[src/rtl/dmem_sched_pkg.sv]
// Shared constants and helpers for the data-memory scheduler.
package dmem_sched_pkg;

  localparam int unsigned ST_W = 1;
  localparam logic [ST_W-1:0] ST_INIT = 1'b0;
  localparam logic [ST_W-1:0] ST_RUN  = 1'b1;

  // Ceiling log2, never below 1 so a requester id always has at least one bit.
  function automatic int unsigned clog2(input int unsigned n);
    int unsigned r;
    r = 0;
    for (int unsigned v = 1; v < n; v = v << 1) r++;
    if (r == 0) r = 1;
    return r;
  endfunction

  // Response-stage record: {active, requester id}.
  function automatic int unsigned rsp_rec_width(input int unsigned num_req);
    return 1 + clog2(num_req);
  endfunction

endpackage

[src/rtl/dmem_rr_picker.sv]
// Rotating-priority picker: first set mask bit at or above base, wrapping.
module dmem_rr_picker #(
  parameter int unsigned N   = 4,
  parameter int unsigned IDW = 2
) (
  input  logic [N-1:0]   mask,
  input  logic [IDW-1:0] base,
  output logic [N-1:0]   grant,
  output logic [IDW-1:0] idx,
  output logic           found
);

  // Scan from base upward modulo N and take the first candidate.
  always_comb begin
    grant = '0;
    idx   = '0;
    found = 1'b0;
    for (int unsigned off = 0; off < N; off++) begin
      if (!found && mask[(32'(base) + off) % N]) begin
        found                        = 1'b1;
        grant[(32'(base) + off) % N] = 1'b1;
        idx                          = IDW'((32'(base) + off) % N);
      end
    end
  end

endmodule

[src/rtl/dmem_scheduler.sv]
// Shares a dual-port data memory between NUM_REQ requesters: scrubs the RAM
// after reset, then grants up to two requests per cycle round-robin.
module dmem_scheduler
  import dmem_sched_pkg::*;
#(
  parameter int unsigned NUM_REQ    = 4,
  parameter int unsigned DEPTH      = 8,
  parameter int unsigned DATA_WIDTH = 8,
  parameter int unsigned ADDR_WIDTH = 3
) (
  input  logic                          clk,
  input  logic                          rstn,
  input  logic [NUM_REQ-1:0]            req_valid,
  input  logic [NUM_REQ-1:0]            req_we,
  input  logic [NUM_REQ*ADDR_WIDTH-1:0] req_addr,
  input  logic [NUM_REQ*DATA_WIDTH-1:0] req_wdata,
  output logic [NUM_REQ-1:0]            req_ready,
  output logic [NUM_REQ-1:0]            rsp_valid,
  output logic [NUM_REQ*DATA_WIDTH-1:0] rsp_rdata,
  output logic                          init_done,
  output logic                          mem_wr_en1,
  output logic                          mem_wr_en2,
  output logic                          mem_rd_en1,
  output logic                          mem_rd_en2,
  output logic [ADDR_WIDTH-1:0]         mem_wr_addr1,
  output logic [ADDR_WIDTH-1:0]         mem_wr_addr2,
  output logic [ADDR_WIDTH-1:0]         mem_rd_addr1,
  output logic [ADDR_WIDTH-1:0]         mem_rd_addr2,
  output logic [DATA_WIDTH-1:0]         mem_data_in1,
  output logic [DATA_WIDTH-1:0]         mem_data_in2,
  input  logic [DATA_WIDTH-1:0]         mem_data_out1,
  input  logic [DATA_WIDTH-1:0]         mem_data_out2
);

  localparam int unsigned ID_W  = clog2(NUM_REQ);
  localparam int unsigned REC_W = rsp_rec_width(NUM_REQ);
  localparam int unsigned PTR_W = ADDR_WIDTH + 1;

  logic [ST_W-1:0]       state;
  logic [PTR_W-1:0]      scrub_ptr;
  logic [ID_W-1:0]       rr_ptr;
  logic [REC_W-1:0]      rsp_rec1, rsp_rec2;

  logic                  run, scrubbing, scrub_pair, scrub_last;
  logic [NUM_REQ-1:0]    mask1, mask2, conflict;
  logic [NUM_REQ-1:0]    grant1, grant2;
  logic [ID_W-1:0]       idx1, idx2, last_idx;
  logic                  found1, found2;
  logic                  we1, we2;
  logic [ADDR_WIDTH-1:0] addr1, addr2;
  logic [DATA_WIDTH-1:0] wdata1, wdata2;

  // Memory enables must read 0 while reset is held, so INIT activity is gated by rstn.
  assign run        = (state == ST_RUN);
  assign scrubbing  = (state == ST_INIT) && rstn;
  assign scrub_pair = (32'(scrub_ptr) + 1 < DEPTH);
  assign scrub_last = (32'(scrub_ptr) + 2 >= DEPTH);

  assign mask1 = run ? req_valid : '0;

  dmem_rr_picker #(.N(NUM_REQ), .IDW(ID_W)) u_pick1 (
    .mask  (mask1),
    .base  (rr_ptr),
    .grant (grant1),
    .idx   (idx1),
    .found (found1)
  );

  // Slot-1 request fields and the write/write same-address conflict mask for slot 2.
  always_comb begin
    we1      = found1 && req_we[idx1];
    addr1    = req_addr[int'(idx1)*ADDR_WIDTH +: ADDR_WIDTH];
    wdata1   = req_wdata[int'(idx1)*DATA_WIDTH +: DATA_WIDTH];
    conflict = '0;
    for (int unsigned i = 0; i < NUM_REQ; i++) begin
      conflict[i] = we1 && req_we[i] &&
                    (req_addr[i*ADDR_WIDTH +: ADDR_WIDTH] == addr1);
    end
  end

  assign mask2 = mask1 & ~grant1 & ~conflict;

  dmem_rr_picker #(.N(NUM_REQ), .IDW(ID_W)) u_pick2 (
    .mask  (mask2),
    .base  (rr_ptr),
    .grant (grant2),
    .idx   (idx2),
    .found (found2)
  );

  // Slot-2 request fields.
  always_comb begin
    we2    = found2 && req_we[idx2];
    addr2  = req_addr[int'(idx2)*ADDR_WIDTH +: ADDR_WIDTH];
    wdata2 = req_wdata[int'(idx2)*DATA_WIDTH +: DATA_WIDTH];
  end

  assign req_ready = grant1 | grant2;
  assign last_idx  = found2 ? idx2 : idx1;

  // Memory port mapping: scrub pairs in INIT, slot k onto port k in RUN.
  always_comb begin
    mem_wr_en1   = 1'b0;
    mem_wr_en2   = 1'b0;
    mem_rd_en1   = 1'b0;
    mem_rd_en2   = 1'b0;
    mem_wr_addr1 = '0;
    mem_wr_addr2 = '0;
    mem_rd_addr1 = '0;
    mem_rd_addr2 = '0;
    mem_data_in1 = '0;
    mem_data_in2 = '0;
    if (scrubbing) begin
      mem_wr_en1   = 1'b1;
      mem_wr_addr1 = ADDR_WIDTH'(scrub_ptr);
      if (scrub_pair) begin
        mem_wr_en2   = 1'b1;
        mem_wr_addr2 = ADDR_WIDTH'(scrub_ptr + PTR_W'(1));
      end
    end else if (run) begin
      if (found1) begin
        if (we1) begin
          mem_wr_en1   = 1'b1;
          mem_wr_addr1 = addr1;
          mem_data_in1 = wdata1;
        end else begin
          mem_rd_en1   = 1'b1;
          mem_rd_addr1 = addr1;
        end
      end
      if (found2) begin
        if (we2) begin
          mem_wr_en2   = 1'b1;
          mem_wr_addr2 = addr2;
          mem_data_in2 = wdata2;
        end else begin
          mem_rd_en2   = 1'b1;
          mem_rd_addr2 = addr2;
        end
      end
    end
  end

  // State, scrub pointer, round-robin pointer and response stage.
  always_ff @(posedge clk or negedge rstn) begin
    if (!rstn) begin
      state     <= ST_INIT;
      scrub_ptr <= '0;
      rr_ptr    <= '0;
      init_done <= 1'b0;
      rsp_rec1  <= '0;
      rsp_rec2  <= '0;
    end else begin
      case (state)
        ST_INIT: begin
          scrub_ptr <= scrub_ptr + PTR_W'(2);
          if (scrub_last) begin
            state     <= ST_RUN;
            init_done <= 1'b1;
          end
        end
        ST_RUN: begin
          if (found1) rr_ptr <= ID_W'((32'(last_idx) + 1) % NUM_REQ);
        end
        default: state <= ST_INIT;
      endcase
      rsp_rec1 <= {found1 && !we1, idx1};
      rsp_rec2 <= {found2 && !we2, idx2};
    end
  end

  // Route registered read data back to the requester recorded for each port.
  always_comb begin
    rsp_valid = '0;
    rsp_rdata = '0;
    for (int unsigned i = 0; i < NUM_REQ; i++) begin
      if (rsp_rec1[REC_W-1] && (rsp_rec1[ID_W-1:0] == ID_W'(i))) begin
        rsp_valid[i]                         = 1'b1;
        rsp_rdata[i*DATA_WIDTH +: DATA_WIDTH] = mem_data_out1;
      end else if (rsp_rec2[REC_W-1] && (rsp_rec2[ID_W-1:0] == ID_W'(i))) begin
        rsp_valid[i]                         = 1'b1;
        rsp_rdata[i*DATA_WIDTH +: DATA_WIDTH] = mem_data_out2;
      end
    end
  end

endmodule
[config.mk]
export PLATFORM = sky130hd
export DESIGN_NAME = dmem_scheduler
export DESIGN_NICKNAME = d
export VERILOG_FILES = /design/src/rtl/dmem_sched_pkg.sv /design/src/rtl/dmem_rr_picker.sv /design/src/rtl/dmem_scheduler.sv
export SDC_FILE = /design/constraint.sdc
export NUM_CORES = 1
export LEC_CHECK = 0
export ABC_CLOCK_PERIOD_IN_PS = 15150
export CAP_MARGIN = 20
export CORE_ASPECT_RATIO = 0.75
export CORE_MARGIN = 10
export CORE_UTILIZATION = 50
export CTS_CLUSTER_DIAMETER = 200
export DETAILED_ROUTE_END_ITERATION = 10
export PLACE_DENSITY = 0.9
export SLEW_MARGIN = 20
export SYNTH_ARGS = -nofsm -noshare
export SYNTH_HDL_FRONTEND = slang
export SYNTH_SLANG_ARGS = --single-unit
[constraint.sdc]
create_clock -name clk -period 15.15 [get_ports clk]
set_input_delay 3.7875 -clock clk [delete_from_list [all_inputs] [get_ports clk]]
set_output_delay 3.7875 -clock clk [all_outputs]
set_load 0.02 [all_outputs]
* Word level (Yosys, flattened, before mapping)
Index checks and enable logic that the tools add are counted.
** Operators by class
- Reduce and logical (&&, ||, !) cells :: 43
- Mux-type cells :: 114
- Multipliers :: 2
- Equal/unequal tests :: 10
- Bitwise logic cells :: 12
- Add/subtract/negate cells :: 8
- Order comparisons :: 12
- Shift-type cells :: 4
** Operators by type and width (number)
- two-way mux 8 bit :: 16
- indexed part select 32 x 6 -> 8 bit :: 2
- two-way mux 3 bit :: 17
- two-way mux 1 bit :: 49
- two-way mux 4 bit :: 9
- logical AND 1 bit :: 31
- bitwise OR 4 bit :: 7
- indexed part select 12 x 5 -> 3 bit :: 2
- binary-select mux 1 bit (select 2 bit) :: 10
- < comparator 2 x 3 -> 1 bit, second input constant :: 6
- two-way mux 2 bit :: 9
- == test 3 bit :: 4
- AND 4 bit :: 2
- demux 1 bit (select 2 bit) :: 4
- == test 2 bit, second input constant :: 4
- greater-or-equal comparator 2 x 1 -> 1 bit, second input constant :: 4
- logical NOT 1 bit :: 8
- multiplier 2 x 2 -> 4 bit, second input constant :: 2
- NOT 4 bit :: 2
- adder 4 x 1 -> 5 bit, second input constant :: 1
- adder 4 x 2 -> 5 bit, second input constant :: 1
- greater-or-equal comparator 5 x 4 -> 1 bit, second input constant :: 1
- < comparator 5 x 4 -> 1 bit, second input constant :: 1
- adder 2 x 1 -> 2 bit, second input constant :: 2
- other kinds (7) :: 11
** Word-level totals
- Output and inout bits :: 73
- Word-level logic and storage cells :: 211
- Bits in registers :: 14
- Bits of input ports :: 70

* Logic depth before layout (Yosys ltp)
- Word-level depth :: 39
- Mapped depth :: 24
- Depth with buffers taken out :: 17

* Cells and area by module
A second synthesis with hierarchy kept.
** Unflattened totals
- Cell total of the unflattened synthesis :: 319
- Area, all modules :: 3020.4 µm²
** Modules (own cells, without submodules)
- dmem_scheduler :: times used 1, sequential area each 325.3 µm², cells each 229, area each 2177.1 µm²
- dmem_rr_picker :: times used 2, sequential area each 0.0 µm², cells each 45, area each 421.7 µm²

* Worst setup path before layout
No wires, ideal clock.
- Path type :: input -> output
- From :: input req_valid[2]
- To :: output mem_data_in2[0]
- Slack :: 3.817 ns
- Path buffers :: 2
- Stages :: 15
- Data arrival time :: 7.546 ns
- Required time :: 11.363 ns
- Cell sequence :: buf_2 mux4_2 nor2b_4 or4_1 and4_1 xnor2_2 o211ai_2 a21o_1 a221oi_2 a21boi_0 mux2i_1 a221oi_1 a31oi_1 buf_2 a311oi_1
** Between the ends
- Word-level cells in the longest chain between the ends :: 39
- Elaborated cells on any way between the ends :: 81
- Those cells by class :: mul (1); eq/ne (4); shift (2); mux (45); bitwise (7); reduce/logical (22)
** Ends and longest elaborated chain
- from (decl) :: line dmem_scheduler.sv:13 : input logic [NUM_REQ-1:0] req_valid,
- two-way mux 4 bit (*) :: line dmem_scheduler.sv:59 : assign mask1 = run ? req_valid : '0;
- parallel branches: the longest is 18 deep, another holds binary-select mux 1 bit (select 2 bit)
- AND 4 bit (*) :: line dmem_scheduler.sv:81 : assign mask2 = mask1 & ~grant1 & ~conflict;
- parallel branches: the longest is 16 deep, another holds binary-select mux 1 bit (select 2 bit)
- two-way mux 8 bit (*) :: line dmem_scheduler.sv:131 : if (found2) begin
- two-way mux 8 bit (*) :: line dmem_scheduler.sv:120 : end else if (run) begin
- two-way mux 8 bit (*) :: line dmem_scheduler.sv:113 : if (scrubbing) begin
- to (decl) :: line dmem_scheduler.sv:30 : output logic [DATA_WIDTH-1:0] mem_data_in2,
Every way passes the cells marked *. The select of a mux whose other input is x is not followed.

* Final worst setup path
- From :: input req_valid[3]
- To :: output mem_rd_addr2[1]
** Between the ends
- Word-level cells in the longest chain between the ends :: 39
- Elaborated cells on any way between the ends :: 82
- Those cells by class :: mul (2); eq/ne (4); shift (2); mux (45); bitwise (7); reduce/logical (22)
** Ends and longest elaborated chain
- two-way mux 4 bit (*) :: line dmem_scheduler.sv:59
- parallel branches: the longest is 18 deep, another holds binary-select mux 1 bit (select 2 bit)
- AND 4 bit (*) :: line dmem_scheduler.sv:81
- binary-select mux 1 bit (select 2 bit) :: line dmem_rr_picker.sv:19 : if (!found && mask[(32'(base) + off) % N]) begin
- two-way mux 1 bit (implied by the code) :: line dmem_rr_picker.sv:19
- two-way mux 1 bit :: line dmem_rr_picker.sv:19
- logical NOT 1 bit :: line dmem_rr_picker.sv:19
- logical AND 1 bit :: line dmem_rr_picker.sv:19
- [5 not listed]
- logical AND 1 bit :: line dmem_rr_picker.sv:19
- two-way mux 2 bit (*) :: line dmem_rr_picker.sv:19
- net idx2[1] :: line dmem_scheduler.sv:47 : logic [ID_W-1:0] idx1, idx2, last_idx;
- parallel branches: the longest is 3 deep, another holds multiplier 2 x 2 -> 4 bit
- two-way mux 3 bit (*) :: line dmem_scheduler.sv:132 : if (we2) begin
- two-way mux 3 bit (*) :: line dmem_scheduler.sv:131
- two-way mux 3 bit (*) :: line dmem_scheduler.sv:120
- two-way mux 3 bit (*) :: line dmem_scheduler.sv:113
- to (decl) :: line dmem_scheduler.sv:28 : output logic [ADDR_WIDTH-1:0] mem_rd_addr2,
Mark *: on every way through the listed nets, which the timed path passes. The select of a mux whose other input is x is not followed.

==> flow_summary.toml <==
[sta]
finalCritPeriodShare_pct = 88.6
setup_ws_ns = 1.72
fin_skew_ns = 0.00765
maxClockFrequency_mhz = 74.5
rsz0062_at_grt = "false"
drv_slew = 0
setup_viol = 0
layout_min_cycle_time_ns = 13.43
tns_ns = 0
finalHoldViolCount = 0
slew_headroom_pct = 28.7
tightest_slew_ns = 1.07

[worst_setup_path]
reg2reg_from = "rr_ptr[1]$_DFFE_PN0P_"
r2r_slack_ns = 9.03
crit_fanout = 25
crit_start = "req_valid[3]"
critPathArrivalTime_ns = 9.64
start_kind = "input pin"
rr_endpoint = "rr_ptr[1]$_DFFE_PN0P_"
crit_type = "input pin to primary output"
required_ns = 11.36
rr_worst_depth = 17
crit_path_end_kind = "primary output"

[placed_design]
gp_congestion = 0.988
place.port_buffers = 142
placedInstanceArea_sq_um = 5080
place_ws_ns = 1.81
hpwl_microns = 12400

[global_routing]
gr-usage-all-layers_pct = 25.1
grt_pass1_wl_microns = 24000
antenna_found_initial = 0
gr-usage-met2_pct = 44.8
grt_max_degree = 38
grt_busiest_layer = "met2"
grt.met1_usage_pct = 32.1
grtUsageMet3_pct = 3.69
grt_overflow = 0
grt_pass1_vias = 4395

[layout]
syn_to_final_growth_pct = 37.7
fillCellCount = 597
diodes = 0
final_area_sq_um = 5140
layout.nets = 681
drive_gt1_share_pct = 8.82

[drt]
final_antenna_net_count = 0
via_per_inst = 6.61
first_pass_iters = 5
first_iter_violations = 557
drt_wl_total_microns = 15600
wl_per_cell_microns = 22.2
vias = 4641
route.detailed.drc = 0

[clock_network]
htreeDepth = 1
root_buffer = "clkbuf_8"
clkSlewWorstSetupHoldPaths_ns = 0.05
clkLatencyLatePin_ns = 0.25
cts_sinks = 13
cts_resized = 0
cts_tree = "yes"
clockBufferDepth = 2
post_cts_buffers = 0
hold_buffers = 0
numCtsBuffers = 3

[worst_hold_path]
hold_start = "init_done$_DFFE_PN0P_"
worstHoldPathCells = 1
holdPathEnd = "init_done$_DFFE_PN0P_"
hp-class = "flop to flop"

[logic_synthesis]
synth_cells = 493
ys_ff_latch = 13
yosys_most_used_dff = "dfrtp_1"
synth_fp_nets = 572
syn-cell-area_sq_um = 3730
yosysSeqAreaShare_pct = 8.72
async_reset_ff_share_pct = 100
syn_avg_cell_area_sq_um = 7.57
ys_warn_count = 0
ys_types = 87
synth_edf_count = 0

[floorplan]
die_area_sq_um = 11400
start_util_pct = 51.1
ios = 143
core-area_sq_um = 7300
die_h_microns = 94.8
die_w_microns = 120
rows = 27

[status]
status = "finished, final reports clean"

[flow_run]
cap_violations = 0
[per-stage QoR]
| stage | hold WS, ns | instances | utilization [%] |
|---|---|---|---|
| after detailed placement | 0.488 | 698 | 69.7 |
| after global placement | 0.460 | 698 | 69.7 |
| after CTS | 0.504 | 702 | 70.3 |
| final | 0.489 | 702 | 70.4 |
| after global routing | 0.522 | 702 | 70.4 |
| after floorplan | 0.494 | 493 | - |
[per-layer routing]
| metal | vias up | routed length (microns) |
|---|---|---|
| met2 | 291 | 8000 |
| met1 | 2209 | 6030 |
| met3 | 30 | 1330 |
| li1 | 2111 | - |
| met5 | - | 0 |
| met4 | 0 | 225 |
[cell families after synthesis]
group | count (synthesis) | synth area share (%)
adders and majority gates | 9 | 3.02
buffers and inverters | 55 | 7.41
xor gates and xnor gates | 19 | 4.66
AOI/OAI and AO/OA | 200 | 43.1
muxes | 24 | 10.0
and+or+nand+nor | 173 | 23.1
DFF | 13 | 8.72
[how the worst max path moves through the flow]
stage	endpoint	slack, ns	cells past startpoint
floorplan	mem_data_in2[0]	3.82	15
finish	mem_rd_addr2[1]	1.72	13
CTS	mem_wr_addr2[2]	1.84	13
detailed placement	mem_wr_addr2[2]	1.81	13
global placement	mem_wr_addr2[2]	2.06	13
global route	mem_wr_addr2[1]	1.42	13
[flip-flops by register name, summed over array words and instances (netlist names)]
signal and cells:
init_done 1, run 1, scrub_ptr 3, rsp_rec2 3
rr_ptr 2, rsp_rec1 3
[synth_stat cells, types with 4 or more instances]
master     n  share of area [%]
or2_2      4               0.67
o31ai_1    4               0.81
mux2i_1   10                2.7
nor2_1    35                3.5
and2_1    11                1.8
and3_1     5               0.84
buf_6      5                1.5
nor3_1     5               0.67
a221oi_1   8                1.9
a31oi_1    5               0.84
o21a_1     9                1.8
nand3_1   12                1.6
a22oi_1    6                1.2
ha_1       9                3.0
buf_2     13                1.7
clkbuf_1  18                1.8
a21oi_1   14                1.9
a211oi_1  12                2.4
inv_1     11                1.1
a211o_1    6                1.4
nand2b_1  11                1.8
o211ai_1  17                3.4
a22o_1    34                8.0
o21ai_0   24                3.2
xor2_1    12                2.8
nand4_1    4               0.67
nand2_1   68                6.8
mux4_2    10                6.0
a311oi_1   5                1.2
dfrtp_1   13                8.7
xnor2_1    6                1.4
o21ai_1    8                1.1
[cell usage in the layout, fill, tap and decap left out, types with 10 or more instances in the layout]
cell / netlist / layout
inv_1: 11 / 11
nor2_1: 35 / 35
mux2i_1: 10 / 10
dfrtp_1: 13 / 13
clkdlybuf4s50_1: 0 / 142
o21ai_0: 24 / 24
nand3_1: 12 / 12
and2_1: 11 / 11
xor2_1: 12 / 12
mux4_2: 10 / 10
a211oi_1: 12 / 12
a21oi_1: 14 / 14
nand2_1: 68 / 68
nand2b_1: 11 / 11
o211ai_1: 17 / 17
a22o_1: 34 / 34
[final cells by class]
type | count | area, sq um | area share, %
clock buffers | 4 | 45.0 | 0.877
inverters | 15 | 68.8 | 1.34
multi-input cells | 425 | 3130 | 61.0
flip-flops and latches | 13 | 325 | 6.33
well taps | 101 | 126 | 2.46
repair buffers | 144 | 1440 | 28.0
[critical path, stage by stage]
cell	delay, ns
clkdlybuf4s50_1	0.69
mux2i_1	0.26
a21boi_1	0.50
nand2_1	0.16
o221ai_1	0.39
a2bb2oi_2	0.55
o21ai_1	0.30
a22oi_1	0.23
a32o_1	0.91
clkinv_1	0.53
o311a_1	0.51
nor2_1	0.16
clkdlybuf4s50_1	0.64
Power is left out: the tool's default activity adds up to more than one toggle a clock period on the data nets, which glitch-free logic cannot reach.
